$ cat config.mk
export PLATFORM = sky130hd
export DESIGN_NAME = lcd_page_sequencer_flat
export DESIGN_NICKNAME = d
export VERILOG_FILES = /design/src/rtl/lcd_seq_pkg.sv /design/src/rtl/lcd_page_sequencer_if.sv /design/src/rtl/lcd_item_handshake.sv /design/src/rtl/lcd_page_sequencer.sv /design/src/flat_wrapper.sv
export SDC_FILE = /design/constraint.sdc
export NUM_CORES = 1
export LEC_CHECK = 0
export ABC_AREA = 1
export CORE_MARGIN = 3
export CORE_UTILIZATION = 61
export DETAILED_ROUTE_END_ITERATION = 8
export PLACE_DENSITY = 0.95
export REMOVE_ABC_BUFFERS = 1
export SYNTH_ARGS = -nofsm -noshare
export SYNTH_HDL_FRONTEND = slang
export SYNTH_HIERARCHICAL = 1
export SYNTH_SLANG_ARGS = --single-unit
$ cat constraint.sdc
create_clock -name iCLK -period 4.7 [get_ports iCLK]
set_clock_uncertainty 0.2 [all_clocks]
set_input_delay 0.94 -clock iCLK [delete_from_list [all_inputs] [get_ports iCLK]]
set_output_delay 0.94 -clock iCLK [all_outputs]
set_load 0.01 [all_outputs]
$ cat src/rtl/lcd_seq_pkg.sv
// ---------------------------------------------------------------------------
// lcd_seq_pkg
// Shared constants for the LCD page sequencer:
//   - top FSM state encoding (legacy-style localparam constants)
//   - HD44780 init command list and line-address commands
//   - frame item layout (34 items: cmd 0x80, 16 chars, cmd 0xC0, 16 chars)
//   - item_char_addr(): maps a frame item index to its {line, col} address
// ---------------------------------------------------------------------------
package lcd_seq_pkg;

  // Top FSM states
  localparam logic [2:0] ST_INIT        = 3'd0;
  localparam logic [2:0] ST_IDLE        = 3'd1;
  localparam logic [2:0] ST_FRAME_START = 3'd2;
  localparam logic [2:0] ST_ISSUE       = 3'd3;
  localparam logic [2:0] ST_WAIT        = 3'd4;
  localparam logic [2:0] ST_DELAY       = 3'd5;
  localparam logic [2:0] ST_NEXT        = 3'd6;

  localparam int INIT_ITEMS  = 4;
  localparam int FRAME_ITEMS = 34;

  // HD44780 commands
  localparam logic [7:0] CMD_FUNCTION_SET = 8'h38;  // 8-bit bus, 2 lines, 5x8
  localparam logic [7:0] CMD_DISPLAY_ON   = 8'h0C;  // display on, cursor off
  localparam logic [7:0] CMD_CLEAR        = 8'h01;
  localparam logic [7:0] CMD_ENTRY_MODE   = 8'h06;  // increment, no shift
  localparam logic [7:0] CMD_LINE0        = 8'h80;  // DDRAM address 0x00
  localparam logic [7:0] CMD_LINE1        = 8'hC0;  // DDRAM address 0x40

  // Entry 0 is sent first.
  localparam logic [INIT_ITEMS-1:0][7:0] INIT_CMDS =
    {CMD_ENTRY_MODE, CMD_CLEAR, CMD_DISPLAY_ON, CMD_FUNCTION_SET};

  localparam logic [5:0] INIT_LAST  = 6'(INIT_ITEMS - 1);
  localparam logic [5:0] ITEM_LINE0 = 6'd0;
  localparam logic [5:0] ITEM_LINE1 = 6'd17;
  localparam logic [5:0] ITEM_LAST  = 6'(FRAME_ITEMS - 1);

  typedef struct packed {
    logic       rs;
    logic [7:0] data;
  } lcd_item_t;

  // Items 1..16 -> addr 0..15 (top line), items 18..33 -> addr 16..31.
  // Command items return a harmless neighbouring address.
  function automatic logic [4:0] item_char_addr(input logic [5:0] idx);
    logic [5:0] a;
    if (idx > ITEM_LINE1)
      a = idx - 6'd2;
    else if (idx != ITEM_LINE0)
      a = idx - 6'd1;
    else
      a = 6'd0;
    return a[4:0];
  endfunction

endpackage

$ cat src/rtl/lcd_page_sequencer_if.sv
// ---------------------------------------------------------------------------
// lcd_page_sequencer_if
// Bundles the LCD_Controller handshake and the page content table lookup.
//   page       : page latched at frame start (content table index)
//   char_addr  : {line, col} of the character being fetched
//   char_code  : ASCII returned by the content table (combinational)
//   lcd_data   : to LCD_Controller iDATA
//   lcd_rs     : 0 = command, 1 = data
//   lcd_start  : to LCD_Controller iStart
//   lcd_done   : from LCD_Controller oDone
// master = sequencer side, slave = controller/content-table side.
// ---------------------------------------------------------------------------
interface lcd_page_sequencer_if;
  logic [2:0] page;
  logic [4:0] char_addr;
  logic [7:0] char_code;
  logic [7:0] lcd_data;
  logic       lcd_rs;
  logic       lcd_start;
  logic       lcd_done;

  modport master (
    output page, char_addr, lcd_data, lcd_rs, lcd_start,
    input  char_code, lcd_done
  );

  modport slave (
    input  page, char_addr, lcd_data, lcd_rs, lcd_start,
    output char_code, lcd_done
  );
endinterface

$ cat src/rtl/lcd_item_handshake.sv
// ---------------------------------------------------------------------------
// lcd_item_handshake
// Runs one LCD item: on go, registers data/RS and raises lcd_start; holds
// them until lcd_done, then waits DLY_CYCLES settle cycles. item_done is high
// in the last settle cycle so the caller can advance on the following cycle.
// Ports:
//   iCLK, iRST_N        clock, asynchronous active-low reset
//   go                  start an item (accepted only when not busy)
//   data, rs            item contents, sampled in the go cycle
//   lcd_done            controller completion; ignored outside the wait phase
//   lcd_data, lcd_rs    registered controller inputs
//   lcd_start           registered controller start
//   busy                an item is in flight
//   item_done           last cycle of the settle delay
// ---------------------------------------------------------------------------
module lcd_item_handshake #(
  parameter int DLY_CYCLES = 262143
) (
  input  logic       iCLK,
  input  logic       iRST_N,
  input  logic       go,
  input  logic [7:0] data,
  input  logic       rs,
  input  logic       lcd_done,
  output logic [7:0] lcd_data,
  output logic       lcd_rs,
  output logic       lcd_start,
  output logic       busy,
  output logic       item_done
);

  localparam logic [1:0]  HS_IDLE  = 2'd0;
  localparam logic [1:0]  HS_WAIT  = 2'd1;
  localparam logic [1:0]  HS_DELAY = 2'd2;
  localparam logic [17:0] DLY_LAST = 18'(DLY_CYCLES - 1);

  logic [1:0]  phase_reg, phase_next;
  logic [17:0] dly_cnt_reg, dly_cnt_next;
  logic [7:0]  data_reg, data_next;
  logic        rs_reg, rs_next;
  logic        start_reg, start_next;

  always_comb begin
    phase_next   = phase_reg;
    dly_cnt_next = dly_cnt_reg;
    data_next    = data_reg;
    rs_next      = rs_reg;
    start_next   = start_reg;
    case (phase_reg)
      HS_IDLE: begin
        if (go) begin
          data_next  = data;
          rs_next    = rs;
          start_next = 1'b1;
          phase_next = HS_WAIT;
        end
      end
      HS_WAIT: begin
        if (lcd_done) begin
          start_next   = 1'b0;
          dly_cnt_next = '0;
          phase_next   = HS_DELAY;
        end
      end
      HS_DELAY: begin
        if (dly_cnt_reg == DLY_LAST) begin
          dly_cnt_next = '0;
          phase_next   = HS_IDLE;
        end else begin
          dly_cnt_next = dly_cnt_reg + 18'd1;
        end
      end
      default: begin
        start_next = 1'b0;
        phase_next = HS_IDLE;
      end
    endcase
  end

  always_ff @(posedge iCLK or negedge iRST_N) begin
    if (!iRST_N) begin
      phase_reg   <= HS_IDLE;
      dly_cnt_reg <= '0;
      data_reg    <= '0;
      rs_reg      <= 1'b0;
      start_reg   <= 1'b0;
    end else begin
      phase_reg   <= phase_next;
      dly_cnt_reg <= dly_cnt_next;
      data_reg    <= data_next;
      rs_reg      <= rs_next;
      start_reg   <= start_next;
    end
  end

  assign lcd_data  = data_reg;
  assign lcd_rs    = rs_reg;
  assign lcd_start = start_reg;
  assign busy      = (phase_reg != HS_IDLE);
  assign item_done = (phase_reg == HS_DELAY) && (dly_cnt_reg == DLY_LAST);

endmodule

$ cat src/rtl/lcd_page_sequencer.sv
// ---------------------------------------------------------------------------
// lcd_page_sequencer
// Drives the shared LCD_Controller handshake: sends the HD44780 init list
// after reset, then writes full 2x16 frames. A frame is redrawn whenever the
// selected page changes or iREFRESH pulses; a request arriving mid-frame
// restarts the frame at the next item boundary.
// Ports:
//   iCLK, iRST_N   clock, asynchronous active-low reset
//   iPAGE          page select (0..7)
//   iREFRESH       single-cycle redraw request
//   bus            lcd_page_sequencer_if.master (LCD handshake + content table)
//   oBUSY          high whenever the FSM is not idle
//   oFRAME_DONE    one-cycle pulse after the last character's settle delay
// Build option:
//   AUTO_REFRESH_EN  adds a free-running REFRESH_CYCLES timer that requests a
//                    redraw on each wrap (live counters on pages 6/7).
// ---------------------------------------------------------------------------
module lcd_page_sequencer
  import lcd_seq_pkg::*;
#(
  parameter int DLY_CYCLES     = 262143,
  parameter int REFRESH_CYCLES = 50000000
) (
  input  logic                 iCLK,
  input  logic                 iRST_N,
  input  logic [2:0]           iPAGE,
  input  logic                 iREFRESH,
  lcd_page_sequencer_if.master bus,
  output logic                 oBUSY,
  output logic                 oFRAME_DONE
);

  logic [2:0] state_reg, state_next;
  logic [5:0] item_reg, item_next;
  logic       init_phase_reg, init_phase_next;
  logic       pending_reg, pending_next;
  logic       init_req_reg, init_req_next;   // request seen during init
  logic [2:0] page_reg, page_next;
  logic [4:0] char_addr_reg, char_addr_next;
  logic       frame_done_reg, frame_done_next;
  logic       busy_reg, busy_next;

  logic       hs_go, hs_busy, hs_item_done;
  logic [7:0] item_data;
  logic       item_rs;
  logic       auto_wrap;

  // Init command table.
  logic [7:0] init_cmd [INIT_ITEMS];
  genvar gi;
  for (gi = 0; gi < INIT_ITEMS; gi++) begin : g_init_cmd
    assign init_cmd[gi] = INIT_CMDS[gi];
  end

  // Contents of the current item, sampled by the handshake in the ISSUE cycle.
  always_comb begin
    item_data = bus.char_code;
    item_rs   = 1'b1;
    if (init_phase_reg) begin
      item_data = init_cmd[item_reg[1:0]];
      item_rs   = 1'b0;
    end else if (item_reg == ITEM_LINE0) begin
      item_data = CMD_LINE0;
      item_rs   = 1'b0;
    end else if (item_reg == ITEM_LINE1) begin
      item_data = CMD_LINE1;
      item_rs   = 1'b0;
    end
  end

`ifdef AUTO_REFRESH_EN
  localparam int AR_W = (REFRESH_CYCLES > 1) ? $clog2(REFRESH_CYCLES) : 1;
  localparam logic [AR_W-1:0] AR_LAST = AR_W'(REFRESH_CYCLES - 1);

  logic [AR_W-1:0] ar_cnt_reg;

  assign auto_wrap = !init_phase_reg && (state_reg != ST_FRAME_START) &&
                     (ar_cnt_reg == AR_LAST);

  always_ff @(posedge iCLK or negedge iRST_N) begin
    if (!iRST_N)
      ar_cnt_reg <= '0;
    else if (init_phase_reg || state_reg == ST_FRAME_START || ar_cnt_reg == AR_LAST)
      ar_cnt_reg <= '0;
    else
      ar_cnt_reg <= ar_cnt_reg + 1'b1;
  end
`else
  logic unused_refresh_cfg;
  assign unused_refresh_cfg = (REFRESH_CYCLES > 0);
  assign auto_wrap = 1'b0;
`endif

  always_comb begin
    state_next      = state_reg;
    item_next       = item_reg;
    init_phase_next = init_phase_reg;
    pending_next    = pending_reg;
    init_req_next   = init_req_reg;
    page_next       = page_reg;
    char_addr_next  = char_addr_reg;
    frame_done_next = 1'b0;
    hs_go           = 1'b0;

    // Redraw requests. During init they are parked so the first frame runs
    // uninterrupted. In FRAME_START the page compare is meaningless because
    // the page register is being loaded in that same cycle.
    if (init_phase_reg)
      init_req_next = init_req_reg | iREFRESH;
    else if (state_reg == ST_FRAME_START)
      pending_next = iREFRESH | auto_wrap;
    else
      pending_next = pending_reg | iREFRESH | auto_wrap | (iPAGE != page_reg);

    case (state_reg)
      ST_INIT: begin
        item_next  = '0;
        state_next = ST_ISSUE;
      end
      ST_IDLE: begin
        if (pending_reg)
          state_next = ST_FRAME_START;
      end
      ST_FRAME_START: begin
        page_next      = iPAGE;
        item_next      = ITEM_LINE0;
        char_addr_next = '0;
        state_next     = ST_ISSUE;
      end
      ST_ISSUE: begin
        hs_go = !hs_busy;
        if (!hs_busy)
          state_next = ST_WAIT;
      end
      ST_WAIT: begin
        if (bus.lcd_done)
          state_next = ST_DELAY;
      end
      ST_DELAY: begin
        if (hs_item_done)
          state_next = ST_NEXT;
      end
      ST_NEXT: begin
        if (init_phase_reg) begin
          if (item_reg == INIT_LAST) begin
            init_phase_next = 1'b0;
            state_next      = ST_FRAME_START;
          end else begin
            item_next  = item_reg + 6'd1;
            state_next = ST_ISSUE;
          end
        end else if (item_reg == ITEM_LAST) begin
          frame_done_next = 1'b1;
          init_req_next   = 1'b0;
          state_next      = (pending_reg || init_req_reg) ? ST_FRAME_START : ST_IDLE;
        end else if (pending_reg) begin
          // Restart the frame from its first line command.
          state_next = ST_FRAME_START;
        end else begin
          item_next      = item_reg + 6'd1;
          char_addr_next = item_char_addr(item_reg + 6'd1);
          state_next     = ST_ISSUE;
        end
      end
      default: state_next = ST_INIT;
    endcase

    busy_next = (state_next != ST_IDLE);
  end

  always_ff @(posedge iCLK or negedge iRST_N) begin
    if (!iRST_N) begin
      state_reg      <= ST_INIT;
      item_reg       <= '0;
      init_phase_reg <= 1'b1;
      pending_reg    <= 1'b0;
      init_req_reg   <= 1'b0;
      page_reg       <= '0;
      char_addr_reg  <= '0;
      frame_done_reg <= 1'b0;
      busy_reg       <= 1'b0;
    end else begin
      state_reg      <= state_next;
      item_reg       <= item_next;
      init_phase_reg <= init_phase_next;
      pending_reg    <= pending_next;
      init_req_reg   <= init_req_next;
      page_reg       <= page_next;
      char_addr_reg  <= char_addr_next;
      frame_done_reg <= frame_done_next;
      busy_reg       <= busy_next;
    end
  end

  lcd_item_handshake #(
    .DLY_CYCLES(DLY_CYCLES)
  ) u_handshake (
    .iCLK      (iCLK),
    .iRST_N    (iRST_N),
    .go        (hs_go),
    .data      (item_data),
    .rs        (item_rs),
    .lcd_done  (bus.lcd_done),
    .lcd_data  (bus.lcd_data),
    .lcd_rs    (bus.lcd_rs),
    .lcd_start (bus.lcd_start),
    .busy      (hs_busy),
    .item_done (hs_item_done)
  );

  assign bus.page      = page_reg;
  assign bus.char_addr = char_addr_reg;
  assign oBUSY         = busy_reg;
  assign oFRAME_DONE   = frame_done_reg;

endmodule

$ cat src/flat_wrapper.sv
// flat-port wrapper written by rule: the top's interface ports become plain ports
module lcd_page_sequencer_flat import lcd_seq_pkg::*;
#(
  parameter int DLY_CYCLES     = 262143,
  parameter int REFRESH_CYCLES = 50000000
)
  (iCLK, iRST_N, iPAGE, iREFRESH, oBUSY, oFRAME_DONE, bus_page, bus_char_addr, bus_lcd_data, bus_lcd_rs, bus_lcd_start, bus_char_code, bus_lcd_done);
  lcd_page_sequencer_if bus_i ();
  input  logic iCLK;
  input  logic iRST_N;
  input  logic [2:0] iPAGE;
  input  logic iREFRESH;
  output logic oBUSY;
  output logic oFRAME_DONE;
  output wire logic [$bits(bus_i.page)-1:0] bus_page;
  output wire logic [$bits(bus_i.char_addr)-1:0] bus_char_addr;
  output wire logic [$bits(bus_i.lcd_data)-1:0] bus_lcd_data;
  output wire logic [$bits(bus_i.lcd_rs)-1:0] bus_lcd_rs;
  output wire logic [$bits(bus_i.lcd_start)-1:0] bus_lcd_start;
  input wire logic [$bits(bus_i.char_code)-1:0] bus_char_code;
  input wire logic [$bits(bus_i.lcd_done)-1:0] bus_lcd_done;
  assign bus_page = bus_i.page;
  assign bus_char_addr = bus_i.char_addr;
  assign bus_lcd_data = bus_i.lcd_data;
  assign bus_lcd_rs = bus_i.lcd_rs;
  assign bus_lcd_start = bus_i.lcd_start;
  assign bus_i.char_code = bus_char_code;
  assign bus_i.lcd_done = bus_lcd_done;
  lcd_page_sequencer #(.DLY_CYCLES(DLY_CYCLES), .REFRESH_CYCLES(REFRESH_CYCLES)) u_core (.iCLK(iCLK), .iRST_N(iRST_N), .iPAGE(iPAGE), .iREFRESH(iREFRESH), .bus(bus_i), .oBUSY(oBUSY), .oFRAME_DONE(oFRAME_DONE));
endmodule
==> results_dict.tcl <==
set metrics [dict create \
    layout-drive-gt1-share 0.1275 \
    cp-end-kind "flip-flop" \
    final_area_mm2 0.003672 \
    maxCapViolCount 0 \
    synthCells 419 \
    dp_slack_ns 2.086 \
    ant_nets 0 \
    drc 0 \
    grt_pass1_vias 2811 \
    period_needed_ns 2.412 \
    slowest_stage "dfrtp_1" \
    max_freq_mhz 414.7 \
    p_total_mw 0.9982 \
    critPathBufInv 2 \
    port_buffers 34 \
    holdBufCountCts 0 \
    status "complete, no violations" \
    grt-ovfl-total 0 \
    crit_path_max_incr_delay_ns 0.60 \
    start_kind "flip-flop" \
    final.setup.tns_ns 0 \
    synth.cell_area_mm2 0.003202 \
    layout.cells.non_filler 522 \
    path_common_cell "nand2_1" \
    power.density_mw_per_mm2 271.8 \
    grt_pass1_wl_mm 12.67 \
    dieArea_mm2 0.006154 \
    initial_core_util 0.6520 \
    relSlewSlack 0.5624 \
    p_leak_nw 1.774 \
    ys_types 40 \
    synth_flop_cell "dfrtp_1" \
    worst_slew_pin_slew_ns 0.6563 \
    report.final.slew_viol_count 0 \
    postSynthAreaPerCell_um2 7.642 \
    diodes 0 \
    utilization 0.7478 \
    vias_per_cell 5.536 \
    crit_chain "inv_1 > ha_1 > inv_1 > ha_1 > nand2_1 > nand2_1 > xor2_1 > nand2_1 > nand2_1 > nand3_1 > nand2_1" \
    seq_area_mm2 0.001303 \
    cts_num_sinks 52 \
    placed_cells 514 \
    ys_seq_area_frac 0.4068 \
    worstSetupPathType "flip-flop to flip-flop" \
    numCtsBuffers 5 \
    cts_root_buf "clkbuf_8" \
    antenna_found_initial 0 \
    ios 35 \
    synthArstFlopShare 1.000 \
    largest_reg_flops 18 \
    num-nets-final 478 \
    synth_edf_count 0 \
    cp_data_required_time_ns 4.70 \
    ys_ff_latch 52 \
    grt_max_degree 53 \
    path_delay_family "adder cells" \
    die_y_um 78.45 \
    dpl_cell_area_mm2 0.003583 \
    place_hpwl_mm 5.356 \
    ys_warn_count 6 \
    drt-initial-drc-count 204 \
    core_mm2 0.004911 \
    wl_mm 7.288 \
    synth_top_area_frac 0.3986 \
    place_congestion 0.8943 \
    hold_path.class "flip-flop to flip-flop" \
    rsz0062_at_grt "false" \
    cts.clk_slew.worst_paths_ns 0.10 \
    post_drt_wl_per_cell_um 13.96 \
    hold_viol_final 0 \
    num_vias 2890 \
    peakVddDrop_v 0.0002007 \
    drtPass1Iterations 5 \
    min_period_over_period 0.5131 \
    areaGrowthSynthToFinish_pct 14.69 \
    cts_resized 0 \
    worstPathMaxFanout 10 \
    multiInputGateArea_mm2 0.001682 \
    clk_latency_ns 0.31 \
    worstPathArrival_ns 2.41 \
    setup_violations 0 \
    timing.final.ws_setup_ns 2.288 \
    clockBufferDepth 2 \
    h-tree-depth 2 \
    die_x_um 78.45 \
    cts_tree "built" \
    synth.area.top_cells "dfrtp_1 (40%), nand2_1 (15%), nand3_1 (5.9%)" \
    postCtsSetupBuffers 0 \
    row_count 25 \
    nFillCells 374 \
    hold_slack_ns 0.2859 \
    yosys.area.top_type "dfrtp_1" \
    grt_usage 0.2559 \
]
==> cells in the final DEF, fill, tap and decap left out, drive strengths merged <==
master	instances
nor3	3
mux2	11
a22o	1
nand3b	3
buf	2
nand3	40
or2	2
dfrtp	51
a211oi	1
nor2	42
clkinvlp	1
nand4	6
and2	1
o211ai	2
xnor2	3
inv	45
o22ai	4
nand2	142
xor2	6
a21oi	4
ha	9
o21bai	5
clkdlybuf4s50	33
clkbuf	6
o21ai	29
dfstp	1
clkinv	2
==> logic make-up (layout without fill, tap and decap cells) <==
logic type	after synthesis	count (layout)	share of synthesized area
simple gates	239	239	0.3408
buf+inv	53	89	0.06799
flops	52	52	0.4068
compound gates	46	46	0.08597
mux	11	11	0.03869
fa+ha+maj	9	9	0.03517
xor+xnor	9	9	0.02462
==> layout make-up <==
cell class,count,share of cell area
repair buffers,35,0.09336
clock inverters,2,0.004429
inverters,46,0.04702
well taps,67,0.02283
multi-input cells,314,0.4579
flip-flops and latches,52,0.3547
clock buffers,6,0.01976
==> routing by layer <==
layer,global-route usage,part of all wire,vias to the layer above
met5,0,0,-
met4,0.08741,0.016,0
met3,0.04931,0.058,13
met2,0.4375,0.50,101
met1,0.3242,0.43,1358
li1,-,-,1418
==> synth_stat cells (6+ instances only) <==
library cell,count
inv_2,9
mux2_2,11
nand3_1,38
inv_1,36
o21ai_0,23
nand2_2,9
xor2_1,6
dfrtp_1,51
nand2_1,132
nor2_2,6
nor2_1,33
ha_1,9
==> worst register-to-register path: stages (launching register included) <==
cell	delay, ns
dfrtp_1	0.60
inv_1	0.22
ha_1	0.46
inv_1	0.13
ha_1	0.21
nand2_1	0.06
nand2_1	0.06
xor2_1	0.15
nand2_1	0.06
nand2_1	0.05
nand3_1	0.06
nand2_1	0.04
==> final timing paths <==
check                                                          from                                             end  slack, ns  depth (start not counted)
worst max-delay path                 u_core/item_reg[0]$_DFFE_PN0P_             u_core/bus.char_addr[3]$_DFFE_PN0P_       2.29                         11
worst min-delay path            u_core/bus.char_addr[3]$_DFFE_PN0P_             u_core/bus.char_addr[3]$_DFFE_PN0P_       0.29                          2
worst max register to register       u_core/item_reg[0]$_DFFE_PN0P_             u_core/bus.char_addr[3]$_DFFE_PN0P_       2.29                         11
worst min register to register  u_core/bus.char_addr[3]$_DFFE_PN0P_             u_core/bus.char_addr[3]$_DFFE_PN0P_       0.29                          2
max in group asynchronous                                    iRST_N                  u_core/item_reg[5]$_DFFE_PN0P_       3.32                          2
min in group asynchronous                                    iRST_N  u_core/u_handshake/dly_cnt_reg[14]$_DFFE_PN0P_       0.54                          2
==> where the power goes <==
group	internal (mW)	total, mW	switching (mW)	leakage (nW)
Combinational	0.0737	0.167	0.0934	1.06
Clock	0.106	0.255	0.149	0.0414
Sequential	0.500	0.576	0.0758	0.676
Total	0.680	0.998	0.318	1.77
Note: power is estimated with default switching activity, not from simulation.
